### src/rtl/lfs_scheduler_pkg.sv
// Shared definitions for the lfs_scheduler block: default widths, the
// sequencer state type and the parity-feedback next-state function.
package lfs_sched_pkg;

    localparam int DEF_WIDTH = 8;
    localparam int DEF_CNT_W = 4;

    typedef enum logic [1:0] {
        IDLE  = 2'd0,
        LOAD  = 2'd1,
        SHIFT = 2'd2,
        DONE  = 2'd3
    } lfs_state_e;

    // One shift step: every bit moves down one place, and the top bit
    // takes the XOR of all bits of the old value.
    function automatic logic [DEF_WIDTH-1:0] lfs_next(input logic [DEF_WIDTH-1:0] q);
        return {^q, q[DEF_WIDTH-1:1]};
    endfunction

endpackage

### src/rtl/lfs_scheduler_if.sv
// Requester-side bundle for lfs_scheduler. The master modport is the
// requester view, the slave modport is the scheduler view.
interface lfs_scheduler_if
    import lfs_sched_pkg::*;
#(
    parameter int WIDTH = DEF_WIDTH,
    parameter int CNT_W = DEF_CNT_W
) ();

    logic [1:0]       req;
    logic [WIDTH-1:0] seed0;
    logic [WIDTH-1:0] seed1;
    logic [CNT_W-1:0] steps0;
    logic [CNT_W-1:0] steps1;
    logic [1:0]       gnt;
    logic [1:0]       done;
    logic [WIDTH-1:0] result;
    logic             busy;

    modport master (
        output req, seed0, seed1, steps0, steps1,
        input  gnt, done, result, busy
    );

    modport slave (
        input  req, seed0, seed1, steps0, steps1,
        output gnt, done, result, busy
    );

endinterface

### src/rtl/lfs_scheduler_rr_arb.sv
// Two-way arbiter for lfs_scheduler. With LFS_SCHED_RR_EN defined a tie
// goes to the requester that did not own the last job; otherwise req[0]
// always wins a tie and last_owner is ignored.
module lfs_rr_arb (
    input  logic [1:0] req,
    input  logic       last_owner,
    output logic [1:0] grant
);

`ifndef LFS_SCHED_RR_EN
    logic unused_last_owner;
    assign unused_last_owner = last_owner;
`endif

    // Pick a one-hot winner among the active requests.
    always_comb begin
        grant = 2'b00;
`ifdef LFS_SCHED_RR_EN
        if (req == 2'b11) begin
            grant = last_owner ? 2'b01 : 2'b10;
        end else begin
            grant = req;
        end
`else
        if (req[0]) begin
            grant = 2'b01;
        end else if (req[1]) begin
            grant = 2'b10;
        end
`endif
    end

endmodule

### src/rtl/lfs_scheduler.sv
// lfs_scheduler: grants one of two requesters, loads its seed into an
// 8-bit parity-feedback shift register, runs the requested number of
// shifts and returns the final value with a one-cycle done pulse.
// Optional feature macro: LFS_SCHED_RR_EN (round-robin tie breaking).
module lfs_scheduler
    import lfs_sched_pkg::*;
#(
    parameter int WIDTH = DEF_WIDTH,
    parameter int CNT_W = DEF_CNT_W
) (
    input  logic                 clock,
    input  logic                 reset,
    lfs_scheduler_if.slave       bus
);

    lfs_state_e       state_q, state_d;
    logic [WIDTH-1:0] seed_q, seed_d;
    logic [CNT_W-1:0] steps_q, steps_d;
    logic [CNT_W-1:0] cnt_q, cnt_d;
    logic [WIDTH-1:0] q_q, q_d;
    logic [WIDTH-1:0] result_q, result_d;
    logic [1:0]       gnt_q, gnt_d;
    logic [1:0]       done_q, done_d;
    logic             busy_q, busy_d;
    logic [1:0]       arb_gnt;
    logic             last_owner;

    lfs_rr_arb u_arb (
        .req        (bus.req),
        .last_owner (last_owner),
        .grant      (arb_gnt)
    );

`ifdef LFS_SCHED_RR_EN
    logic last_q, last_d;

    // Remember which requester won the most recent grant.
    always_comb begin
        last_d = last_q;
        if (state_q == IDLE && arb_gnt != 2'b00) begin
            last_d = arb_gnt[1];
        end
    end

    // Last-owner register; starts at 1 so requester 0 wins the first tie.
    always_ff @(posedge clock) begin
        if (reset) begin
            last_q <= 1'b1;
        end else begin
            last_q <= last_d;
        end
    end

    assign last_owner = last_q;
`else
    assign last_owner = 1'b1;
`endif

    // Sequencer next state, datapath and registered output values.
    always_comb begin
        state_d  = state_q;
        seed_d   = seed_q;
        steps_d  = steps_q;
        cnt_d    = cnt_q;
        q_d      = q_q;
        result_d = result_q;
        gnt_d    = gnt_q;
        done_d   = 2'b00;
        busy_d   = busy_q;
        case (state_q)
            IDLE: begin
                if (arb_gnt != 2'b00) begin
                    seed_d  = arb_gnt[1] ? bus.seed1 : bus.seed0;
                    steps_d = arb_gnt[1] ? bus.steps1 : bus.steps0;
                    gnt_d   = arb_gnt;
                    busy_d  = 1'b1;
                    state_d = LOAD;
                end
            end
            LOAD: begin
                q_d   = seed_q;
                cnt_d = steps_q;
                if (steps_q == '0) begin
                    result_d = seed_q;
                    done_d   = gnt_q;
                    state_d  = DONE;
                end else begin
                    state_d = SHIFT;
                end
            end
            SHIFT: begin
                q_d   = lfs_next(q_q);
                cnt_d = cnt_q - CNT_W'(1);
                if (cnt_q == CNT_W'(1)) begin
                    result_d = lfs_next(q_q);
                    done_d   = gnt_q;
                    state_d  = DONE;
                end
            end
            DONE: begin
                gnt_d   = 2'b00;
                busy_d  = 1'b0;
                state_d = IDLE;
            end
            default: begin
                state_d = IDLE;
            end
        endcase
    end

    // State and datapath registers with synchronous reset.
    always_ff @(posedge clock) begin
        if (reset) begin
            state_q  <= IDLE;
            seed_q   <= '0;
            steps_q  <= '0;
            cnt_q    <= '0;
            q_q      <= '0;
            result_q <= '0;
            gnt_q    <= 2'b00;
            done_q   <= 2'b00;
            busy_q   <= 1'b0;
        end else begin
            state_q  <= state_d;
            seed_q   <= seed_d;
            steps_q  <= steps_d;
            cnt_q    <= cnt_d;
            q_q      <= q_d;
            result_q <= result_d;
            gnt_q    <= gnt_d;
            done_q   <= done_d;
            busy_q   <= busy_d;
        end
    end

    assign bus.gnt    = gnt_q;
    assign bus.done   = done_q;
    assign bus.result = result_q;
    assign bus.busy   = busy_q;

endmodule

### src/flat_wrapper.sv
// flat-port wrapper written by rule: the top's interface ports become plain ports
module lfs_scheduler_flat import lfs_sched_pkg::*;
#(
    parameter int WIDTH = DEF_WIDTH,
    parameter int CNT_W = DEF_CNT_W
)
  (clock, reset, bus_req, bus_seed0, bus_seed1, bus_steps0, bus_steps1, bus_gnt, bus_done, bus_result, bus_busy);
  lfs_scheduler_if #(.WIDTH(WIDTH), .CNT_W(CNT_W)) bus_i ();
  input  logic clock;
  input  logic reset;
  input wire logic [$bits(bus_i.req)-1:0] bus_req;
  input wire logic [$bits(bus_i.seed0)-1:0] bus_seed0;
  input wire logic [$bits(bus_i.seed1)-1:0] bus_seed1;
  input wire logic [$bits(bus_i.steps0)-1:0] bus_steps0;
  input wire logic [$bits(bus_i.steps1)-1:0] bus_steps1;
  output wire logic [$bits(bus_i.gnt)-1:0] bus_gnt;
  output wire logic [$bits(bus_i.done)-1:0] bus_done;
  output wire logic [$bits(bus_i.result)-1:0] bus_result;
  output wire logic [$bits(bus_i.busy)-1:0] bus_busy;
  assign bus_i.req = bus_req;
  assign bus_i.seed0 = bus_seed0;
  assign bus_i.seed1 = bus_seed1;
  assign bus_i.steps0 = bus_steps0;
  assign bus_i.steps1 = bus_steps1;
  assign bus_gnt = bus_i.gnt;
  assign bus_done = bus_i.done;
  assign bus_result = bus_i.result;
  assign bus_busy = bus_i.busy;
  lfs_scheduler #(.WIDTH(WIDTH), .CNT_W(CNT_W)) u_core (.clock(clock), .reset(reset), .bus(bus_i));
endmodule
### config.mk
export PLATFORM = sky130hd
export DESIGN_NAME = lfs_scheduler_flat
export DESIGN_NICKNAME = d
export VERILOG_FILES = /design/src/rtl/lfs_scheduler_pkg.sv /design/src/rtl/lfs_scheduler_if.sv /design/src/rtl/lfs_scheduler_rr_arb.sv /design/src/rtl/lfs_scheduler.sv /design/src/flat_wrapper.sv
export SDC_FILE = /design/constraint.sdc
export NUM_CORES = 1
export LEC_CHECK = 0
export CORE_MARGIN = 2
export CORE_UTILIZATION = 54
export CTS_CLUSTER_SIZE = 24
export DETAILED_ROUTE_END_ITERATION = 7
export GPL_TIMING_DRIVEN = 0
export HOLD_SLACK_MARGIN = 0.1
export PLACE_DENSITY = 0.84
export SLEW_MARGIN = 25
export SYNTH_ARGS = -nofsm -noshare
export SYNTH_HDL_FRONTEND = slang
export SYNTH_SLANG_ARGS = --single-unit
### constraint.sdc
create_clock -name clock -period 3.82 [get_ports clock]
set_input_delay 0.573 -clock clock [delete_from_list [all_inputs] [get_ports clock]]
set_output_delay 0.573 -clock clock [all_outputs]
set_load 0.01 [all_outputs]
==> results.tsv, run 1 <==
metric	value	unit
layout cell share with drive strength beyond 1	0.08032	
Yosys reg bits	39	
Final ANT Viol Nets	0	
worst path required time	4.13	ns
RSZ-0062 raised after global routing	false	
number of setup violations in the final report	0	
maximum VDD drop	0.4152	mV
max capacitance violation total	0	
CTS buffer count	5	
Starting DRT DRC Count	60	
worst reg-to-reg path cell count	7	
Final period util	0.5736	
setup_tns	0	ns
Netlist cell types	40	
Worst R2R End	u_core.bus.done[1]	
Syn. warnings	0	
drc violations	0	
I/O pin total	41	
EDFF count, synth	0	
vias in the first global route	1567	
P&R area growth vs syn	28.64	%
via count	1609	
share of async-settable or async-resettable flops after synthesis	0	
Setup WS pre-CTS	1.526	ns
Rows	21	
CTS tree	built	
cell mode on critical path	inv_1	
hold_buf cts	0	
die width	63.33	µm
min Tclk post-route	2.191	ns
H-tree depth	2	
Final WS setup	1.629	ns
Post-Syn Instances	201	
WP depth	7	
CP bufs+invs	3	
Die H	63.33	µm
All-Layer GR Usage	0.2254	
# diodes	0	
Root Driver	clkbuf_4	
grt ovf	0	
P per Cell Area	742.8	mW/mm²
port bufs	40	
Worst path slowest cell	or4b_2	
final hold vios	0	
Clk pin slew, worst setup/hold paths	0.12	ns
crit path kind	reg -> reg	
worst path cell trace	inv_1, ha_1, buf_6, inv_1, or4b_2, a211oi_1, and2_1	
HP Class	reg -> reg	
CP endpoint kind	flip-flop	
largest net degree at the start of global routing	13	
Synth Flop Type	dfxtp_1	
Crit path largest cell delay	0.62	ns
Max Freq	456.3	MHz
Final HPWL DP	3.083	mm
Clock Sink Count	39	
CP top delay family	simple AND/OR/NAND/NOR gates	
syn avg cell area	9.456	µm²
core area	0.003363	mm²
syn nets	236	
Starting Density	0.5651	
Avg WL per Cell	13.98	µm
max-slew violations	0	
Least-Margin Pin Slew	0.5624	ns
maximum clock insertion buffer count	2	
# resized after CTS	0	
worst r2r src	u_core.state_q[0]	
Worst Skew	0.01071	ns
min-delay src	u_core.bus.gnt[1]	
outcome	finished, final reports clean	
first-pass GRT wire length	7.148	mm
Power Total	1.816	mW
DR pass1 iterations	4	
startpoint types	flip-flop	
relative slew slack	0.6250	
crit path from	u_core.state_q[0]	
final net count	283	
R2R Setup Slk	1.63	ns
post-synthesis cell area	0.001901	mm²
die area	0.004010	mm²
Worst-Skew Late Latency	0.36	ns
drt via density	5.454	
crit-path max FO	10	
setup bufs post-CTS	0	
post-synthesis sequential area ratio	0.4108	
aggregate routed wire length	4.123	mm
WP data arrival	2.50	ns
initial antenna violation count	0	
Pleak	0.9483	nW
GPL Wtd Cong	0.8435	
Critical path destination	u_core.bus.done[1]	
-- flip-flops by register name, summed over array words and instances (netlist names) --
signal             flops
u_core.bus.result      8
u_core.q_q             8
u_core.seed_q          8
u_core.cnt_q           4
u_core.steps_q         4
u_core.bus.done        2
u_core.bus.gnt         2
u_core.state_q         2
u_core.bus.busy        1
-- worst min path at each step --
stage,to,cells after the start
after floorplan,u_core.cnt_q[3],2
after global placement,u_core.bus.done[1],1
after detailed placement,u_core.bus.done[1],1
after CTS,u_core.bus.done[0],1
after global routing,u_core.bus.done[1],1
final,u_core.bus.done[1],1
-- placed cells by master, fill, tap and decap left out, types with 3 or more instances in the layout --
cell	Yosys	layout
mux2i_1	22	22
nor2_1	35	35
clkbuf_1	7	7
a211oi_1	27	27
buf_6	3	3
o21ai_0	4	4
inv_1	8	8
xnor2_1	7	7
dfxtp_1	39	39
clkbuf_4	0	5
ha_1	7	7
clkdlybuf4s50_1	0	40
a21oi_1	6	6
nand2_1	5	5
-- metrics by stage --
stage               instance area [µm²]  std cells  hold WS, ns    util
floorplan                          1901        201       0.4707       -
global placement                   2359        287       0.4647  0.7013
detailed placement                 2359        287       0.4753  0.7013
CTS                                2445        295       0.4987  0.7269
global route                       2445        295       0.5208  0.7269
finish                             2445        295       0.4958  0.7269
-- routing by layer --
metal,global-route usage,part of all wire,vias up
met1,0.3068,0.47,731
met2,0.3408,0.45,54
li1,-,-,815
met3,0.04643,0.056,9
met4,0.1060,0.024,0
met5,0,0,-
-- synthesized netlist by cell type, types with 2 or more instances --
cell type / n / area [µm²]
a211oi_1: 27 / 202.7
a21oi_1: 6 / 30.03
and2_1: 2 / 12.51
buf_6: 3 / 33.78
clkbuf_1: 7 / 26.28
dfxtp_1: 39 / 780.8
ha_1: 7 / 87.58
inv_1: 8 / 30.03
mux2i_1: 22 / 220.2
nand2_1: 5 / 18.77
nand2b_1: 2 / 12.51
nor2_1: 35 / 131.4
nor3_1: 2 / 10.01
o21ai_0: 4 / 20.02
xnor2_1: 7 / 61.31
-- report_power, final --
| group | switching (mW) | internal (mW) |
|---|---|---|
| Combinational | 0.462 | 0.405 |
| Sequential | 0.110 | 0.543 |
| Clock | 0.141 | 0.155 |
-- worst register-to-register path: cells and delay by family, from the launching register on --
kind | cells | cell delay, ns
flip-flops | 1 | 0.36
adder cells (fa/ha/maj) | 1 | 0.18
AO/OA/AOI/OAI | 1 | 0.40
buffers and inverters | 3 | 0.41
AND/OR/NAND/NOR | 2 | 0.80
-- logic make-up (layout without fill, tap and decap cells) --
| family | after synthesis | in the layout | share of synthesized area |
|---|---|---|---|
| flops | 39 | 39 | 0.4108 |
| mux | 22 | 22 | 0.1159 |
| compound gates | 47 | 47 | 0.1876 |
| xor+xnor | 7 | 7 | 0.03226 |
| simple gates | 58 | 58 | 0.1468 |
| buf+inv | 21 | 69 | 0.06057 |
| fa+ha+maj | 7 | 7 | 0.04608 |
-- cell type report --
cell class,instances,area (µm²)
buffer,13,85.08
inverter,8,30.03
multi-input combinational,141,1005
clock inverter,2,35.03
sequential,39,780.7
fill,287,918.4
tap,46,57.56
clock buffer,6,51.30
timing repair buffer,40,400.4
No activity file was read; power rests on OpenSTA's default activity.
==> run 2, diff against run 1 <==
- CORE_UTILIZATION: 54 -> 45
- PLACE_DENSITY: 0.84 -> 0.75
- clock period: 3.82 -> 1.95 ns (I/O delays scaled with it)
==> run 2 against run 1 <==
Compared with the run above:
- maximum frequency up 15%
- routed wire length up 0.90%
- highest routed layer unchanged
- register-to-register slack worse by 1.6 ns
- non-clock buffer count up 6
- final area up 4.8%
- sequential share of layout area down 1.2 points
- clock power up 140%
- hold slack worse by 0.0067 ns
- total power up 110%
==> results.tsv, run 2 (synthesized netlist as in run 1, its figures left out) <==
metric	value	unit
outcome	finished, final reports clean	
# fillers	364	
Rows	23	
Pleak	0.9907	nW
placed cell count	291	
vias in the first global route	1499	
Worst-Skew Late Latency	0.30	ns
Least-Margin Pin Slew	0.5535	ns
GPL Wtd Cong	0.8626	
Final period util	0.9752	
CP endpoint kind	flip-flop	
Worst Skew	0.006236	ns
Root Driver	clkbuf_8	
drc violations	0	
RSZ-0062 raised after global routing	true	
worst r2r src	u_core.cnt_q[1]	
grt ovf	0	
relative slew slack	0.6310	
# diodes	0	
DR pass1 iterations	4	
utilization after layout	0.6357	
max capacitance violation total	0	
Max Freq	525.9	MHz
core area	0.004029	mm²
aggregate routed wire length	4.160	mm
Starting Density	0.4717	
R2R Setup Slk	0.05	ns
Final HPWL DP	3.054	mm
HP Class	reg -> reg	
Final Instance Area	0.002561	mm²
drt via density	5.239	
CTS buffer count	5	
WP data arrival	2.11	ns
Power Total	3.815	mW
crit path kind	reg -> reg	
hold_buf cts	0	
via count	1598	
min-delay src	u_core.bus.gnt[1]	
port bufs	40	
worst path required time	2.15	ns
worst reg-to-reg path cell count	6	
most frequent cells in the layout	clkdlybuf4s50_1 (40), dfxtp_1 (36), nor2_1 (35)	
Worst R2R End	u_core.state_q[0]	
final hold vios	0	
Non-Filler Instances	305	
number of setup violations in the final report	0	
H-tree depth	2	
maximum VDD drop	0.6028	mV
largest net degree at the start of global routing	13	
P&R area growth vs syn	34.76	%
layout cell share with drive strength beyond 1	0.1373	
Avg WL per Cell	13.64	µm
All-Layer GR Usage	0.2001	
hold depth	1	
worst path cell trace	inv_1, ha_1, or3b_1, a21boi_0, o21ai_0, a211oi_1	
P per Cell Area	1490	mW/mm²
Clk pin slew, worst setup/hold paths	0.07	ns
Starting DRT DRC Count	163	
maximum clock insertion buffer count	2	
I/O pin total	41	
CTS tree	built	
Clock Sink Count	39	
die area	0.004760	mm²
startpoint types	flip-flop	
crit-path max FO	3	
first-pass GRT wire length	6.927	mm
Final ANT Viol Nets	0	
final net count	289	
commonest non-fill, non-tap cell in the layout	clkdlybuf4s50_1	
Die H	68.99	µm
die width	68.99	µm
max-slew violations	0	
setup_tns	0	ns
min Tclk post-route	1.902	ns
Worst path slowest cell	or3b_1	
Crit path largest cell delay	0.42	ns
Worst Hold Endpoint	u_core.bus.done[1]	
Area after DPL	0.002364	mm²
initial antenna violation count	0	
-- run 2: cell types whose count changed in the layout (fill, tap and decap cells not counted), sizes merged --
cell / previous run / this run
buf: 5 / 11
clkinvlp: 0 / 1
inv: 8 / 7
-- run 2: worst max-delay path by stage --
stage,from,end,slack (ns),cells past startpoint
after floorplan,u_core.state_q[0],u_core.bus.done[0],0.1,7
after global placement,u_core.state_q[0],u_core.bus.done[0],-0.19,7
after detailed placement,u_core.state_q[0],u_core.bus.done[1],-0.20,7
after CTS,u_core.state_q[0],u_core.bus.result[5],0.04,9
after global routing,u_core.cnt_q[1],u_core.state_q[0],-0.05,6
final,u_core.cnt_q[1],u_core.state_q[0],0.05,6
-- run 2: metrics by stage --
stage | worst slack, ns | hold slack (ns)
after global routing | -0.05401 | 0.5131
after CTS | 0.03522 | 0.4952
after detailed placement | -0.2011 | 0.4777
final | 0.04835 | 0.4891
after global placement | -0.1903 | 0.4668
after floorplan | 0.09960 | 0.4685
-- run 2: cell type report --
type | instances | area (µm²) | area share
multi-input cells | 141 | 1023 | 0.3996
flip-flops and latches | 39 | 787.0 | 0.3073
repair buffers | 46 | 449.2 | 0.1754
plain buffers | 13 | 85.08 | 0.03322
clock buffers | 6 | 82.58 | 0.03224
well taps | 50 | 62.56 | 0.02443
inverters | 8 | 36.28 | 0.01417
clock inverters | 2 | 35.03 | 0.01368
-- run 2: timing repair --
action                     in CTS  in global routing
pin swaps                       2                  2
setup endpoints to repair       4                  9
setup buffers                   3                  3
gates resized for setup         2                 11
cloned                          0                  0
-- run 2: critical path, delay by kind of cell, from the launching register on --
family	cells	cell delay, ns
AND/OR/NAND/NOR	1	0.42
flip-flops	1	0.33
adder cells (fa/ha/maj)	1	0.18
buffers and inverters	1	0.08
AO/OA/AOI/OAI	3	0.82
-- run 2: per-layer routing --
metal	vias to the layer above	GRT usage	routed length, µm
li1	830	-	-
met1	716	0.2738	1998
met2	44	0.3005	1885
met3	8	0.04545	192
met4	0	0.08824	83
met5	-	0	0
-- run 2: report_power, final --
part | internal, mW | switching (mW)
Clock | 0.414 | 0.286
Combinational | 0.888 | 0.934
Sequential | 1.07 | 0.219
==> run 3, diff against run 2 <==
- CAP_MARGIN: not set -> 20
- CTS_CLUSTER_SIZE: 24 -> 20
- RECOVER_POWER: not set -> 100
==> run 3 against run 2 <==
Compared with the run above:
- register-to-register slack is essentially flat
- final area unchanged
- clock-buffer cell count stayed put
- utilization is the same
- worst setup slack hardly changed
- sequential power about the same
- routed wire length about the same
- hold slack got worse by 0.0062 ns
- critical endpoint unchanged
- critical path depth unchanged
- via count hardly changed
==> results.tsv, run 3 (synthesized netlist as in run 1, its figures left out) <==
metric	value	unit
Root Driver	clkbuf_8	
Starting Density	0.4717	
Final Instance Area	0.002561	mm²
largest net degree at the start of global routing	13	
most frequent cells in the layout	dfxtp_1 (36), nor2_1 (35), clkdlybuf4s50_1 (27)	
Max Freq	525.7	MHz
min-delay src	u_core.bus.gnt[1]	
die width	68.99	µm
aggregate routed wire length	4.162	mm
utilization after layout	0.6357	
H-tree depth	2	
Power Total	3.797	mW
worst reg-to-reg path cell count	6	
maximum clock insertion buffer count	2	
worst path required time	2.15	ns
final net count	289	
Rows	23	
Worst R2R End	u_core.state_q[0]	
HP Class	reg -> reg	
port bufs	40	
worst r2r src	u_core.cnt_q[1]	
Starting DRT DRC Count	164	
Clock Sink Count	39	
drc violations	0	
hold_buf cts	0	
Final period util	0.9754	
core area	0.004029	mm²
grt ovf	0	
# diodes	0	
final hold vios	0	
Final WS setup	0.04791	ns
Worst-Skew Late Latency	0.30	ns
first-pass GRT wire length	6.927	mm
relative slew slack	0.6232	
Least-Margin Pin Slew	0.5652	ns
DR pass1 iterations	4	
# fillers	364	
Worst Hold Endpoint	u_core.bus.done[1]	
via count	1597	
CTS tree	built	
Final HPWL DP	3.054	mm
drt via density	5.236	
P&R area growth vs syn	34.76	%
crit-path max FO	3	
min Tclk post-route	1.902	ns
Die H	68.99	µm
maximum VDD drop	0.5899	mV
GPL Wtd Cong	0.8626	
Avg WL per Cell	13.65	µm
hold slack	0.4829	ns
commonest non-fill, non-tap cell in the layout	dfxtp_1	
CP endpoint kind	flip-flop	
max capacitance violation total	0	
Final ANT Viol Nets	0	
Worst Skew	0.006617	ns
I/O pin total	41	
startpoint types	flip-flop	
Pleak	1.024	nW
P per Cell Area	1482	mW/mm²
vias in the first global route	1499	
CTS buffer count	5	
Area after DPL	0.002364	mm²
number of setup violations in the final report	0	
Clk pin slew, worst setup/hold paths	0.07	ns
die area	0.004760	mm²
outcome	finished, final reports clean	
All-Layer GR Usage	0.2001	
crit path kind	reg -> reg	
hold depth	1	
R2R Setup Slk	0.05	ns
initial antenna violation count	0	
Setup WS pre-CTS	-0.2011	ns
WP data arrival	2.11	ns
RSZ-0062 raised after global routing	true	
max-slew violations	0	
layout cell share with drive strength beyond 1	0.1373	
## run 3: cell count changes in the layout (fill, tap and decap cells not counted)
cell             change
clkbuf_2             +1
dlygate4sd3_1       +13
buf_2                -1
clkdlybuf4s50_1     -13
## run 3: worst max path at each step
stage	from	end	slack (ns)
after CTS	u_core.state_q[0]	u_core.bus.result[5]	0.04
after floorplan	u_core.state_q[0]	u_core.bus.done[0]	0.1
final	u_core.cnt_q[1]	u_core.state_q[0]	0.05
after detailed placement	u_core.state_q[0]	u_core.bus.done[1]	-0.20
after global placement	u_core.state_q[0]	u_core.bus.done[0]	-0.19
after global routing	u_core.cnt_q[1]	u_core.state_q[0]	-0.05
## run 3: worst max-delay path, cell delays in order, from the launching register on
cell      delay, ns
dfxtp_1        0.33
inv_1          0.08
ha_1           0.18
or3b_1         0.42
a21boi_0       0.40
o21ai_0        0.18
a211oi_1       0.24
## run 3: final cells by class
cell class	count	area (µm²)	share of cell area
Sequential cell	39	787.0	0.3073
Buffer	13	85.08	0.03322
Tap cell	50	62.56	0.02443
Clock inverter	2	35.03	0.01368
Multi-Input combinational cell	141	1023	0.3996
Inverter	8	36.28	0.01417
Timing Repair Buffer	46	449.2	0.1754
Clock buffer	6	82.58	0.03224
## run 3: report_power, final
| group | internal [mW] | switching, mW |
|---|---|---|
| logic | 0.867 | 0.941 |
| registers | 1.07 | 0.215 |
| clock network | 0.414 | 0.286 |
## run 3: layer usage
metal  vias up  share of wire  track usage
met5         -              0            0
li1        827              -            -
met3         8          0.039      0.04545
met1       723           0.49       0.2738
met2        39           0.45       0.3005
met4         0          0.020      0.08824
## run 3: timing repair
action | CTS | global route
resized for setup | 2 | 11
pin swaps | 2 | 2
setup endpoints to repair | 4 | 9
setup buffers | 3 | 3
## run 3: through the flow
stage                     setup TNS (ns)  instances
after floorplan                        0        201
after global placement           -0.7829        291
after detailed placement          -1.044        291
after CTS                              0        302
after global routing             -0.1363        305
final                                  0        305
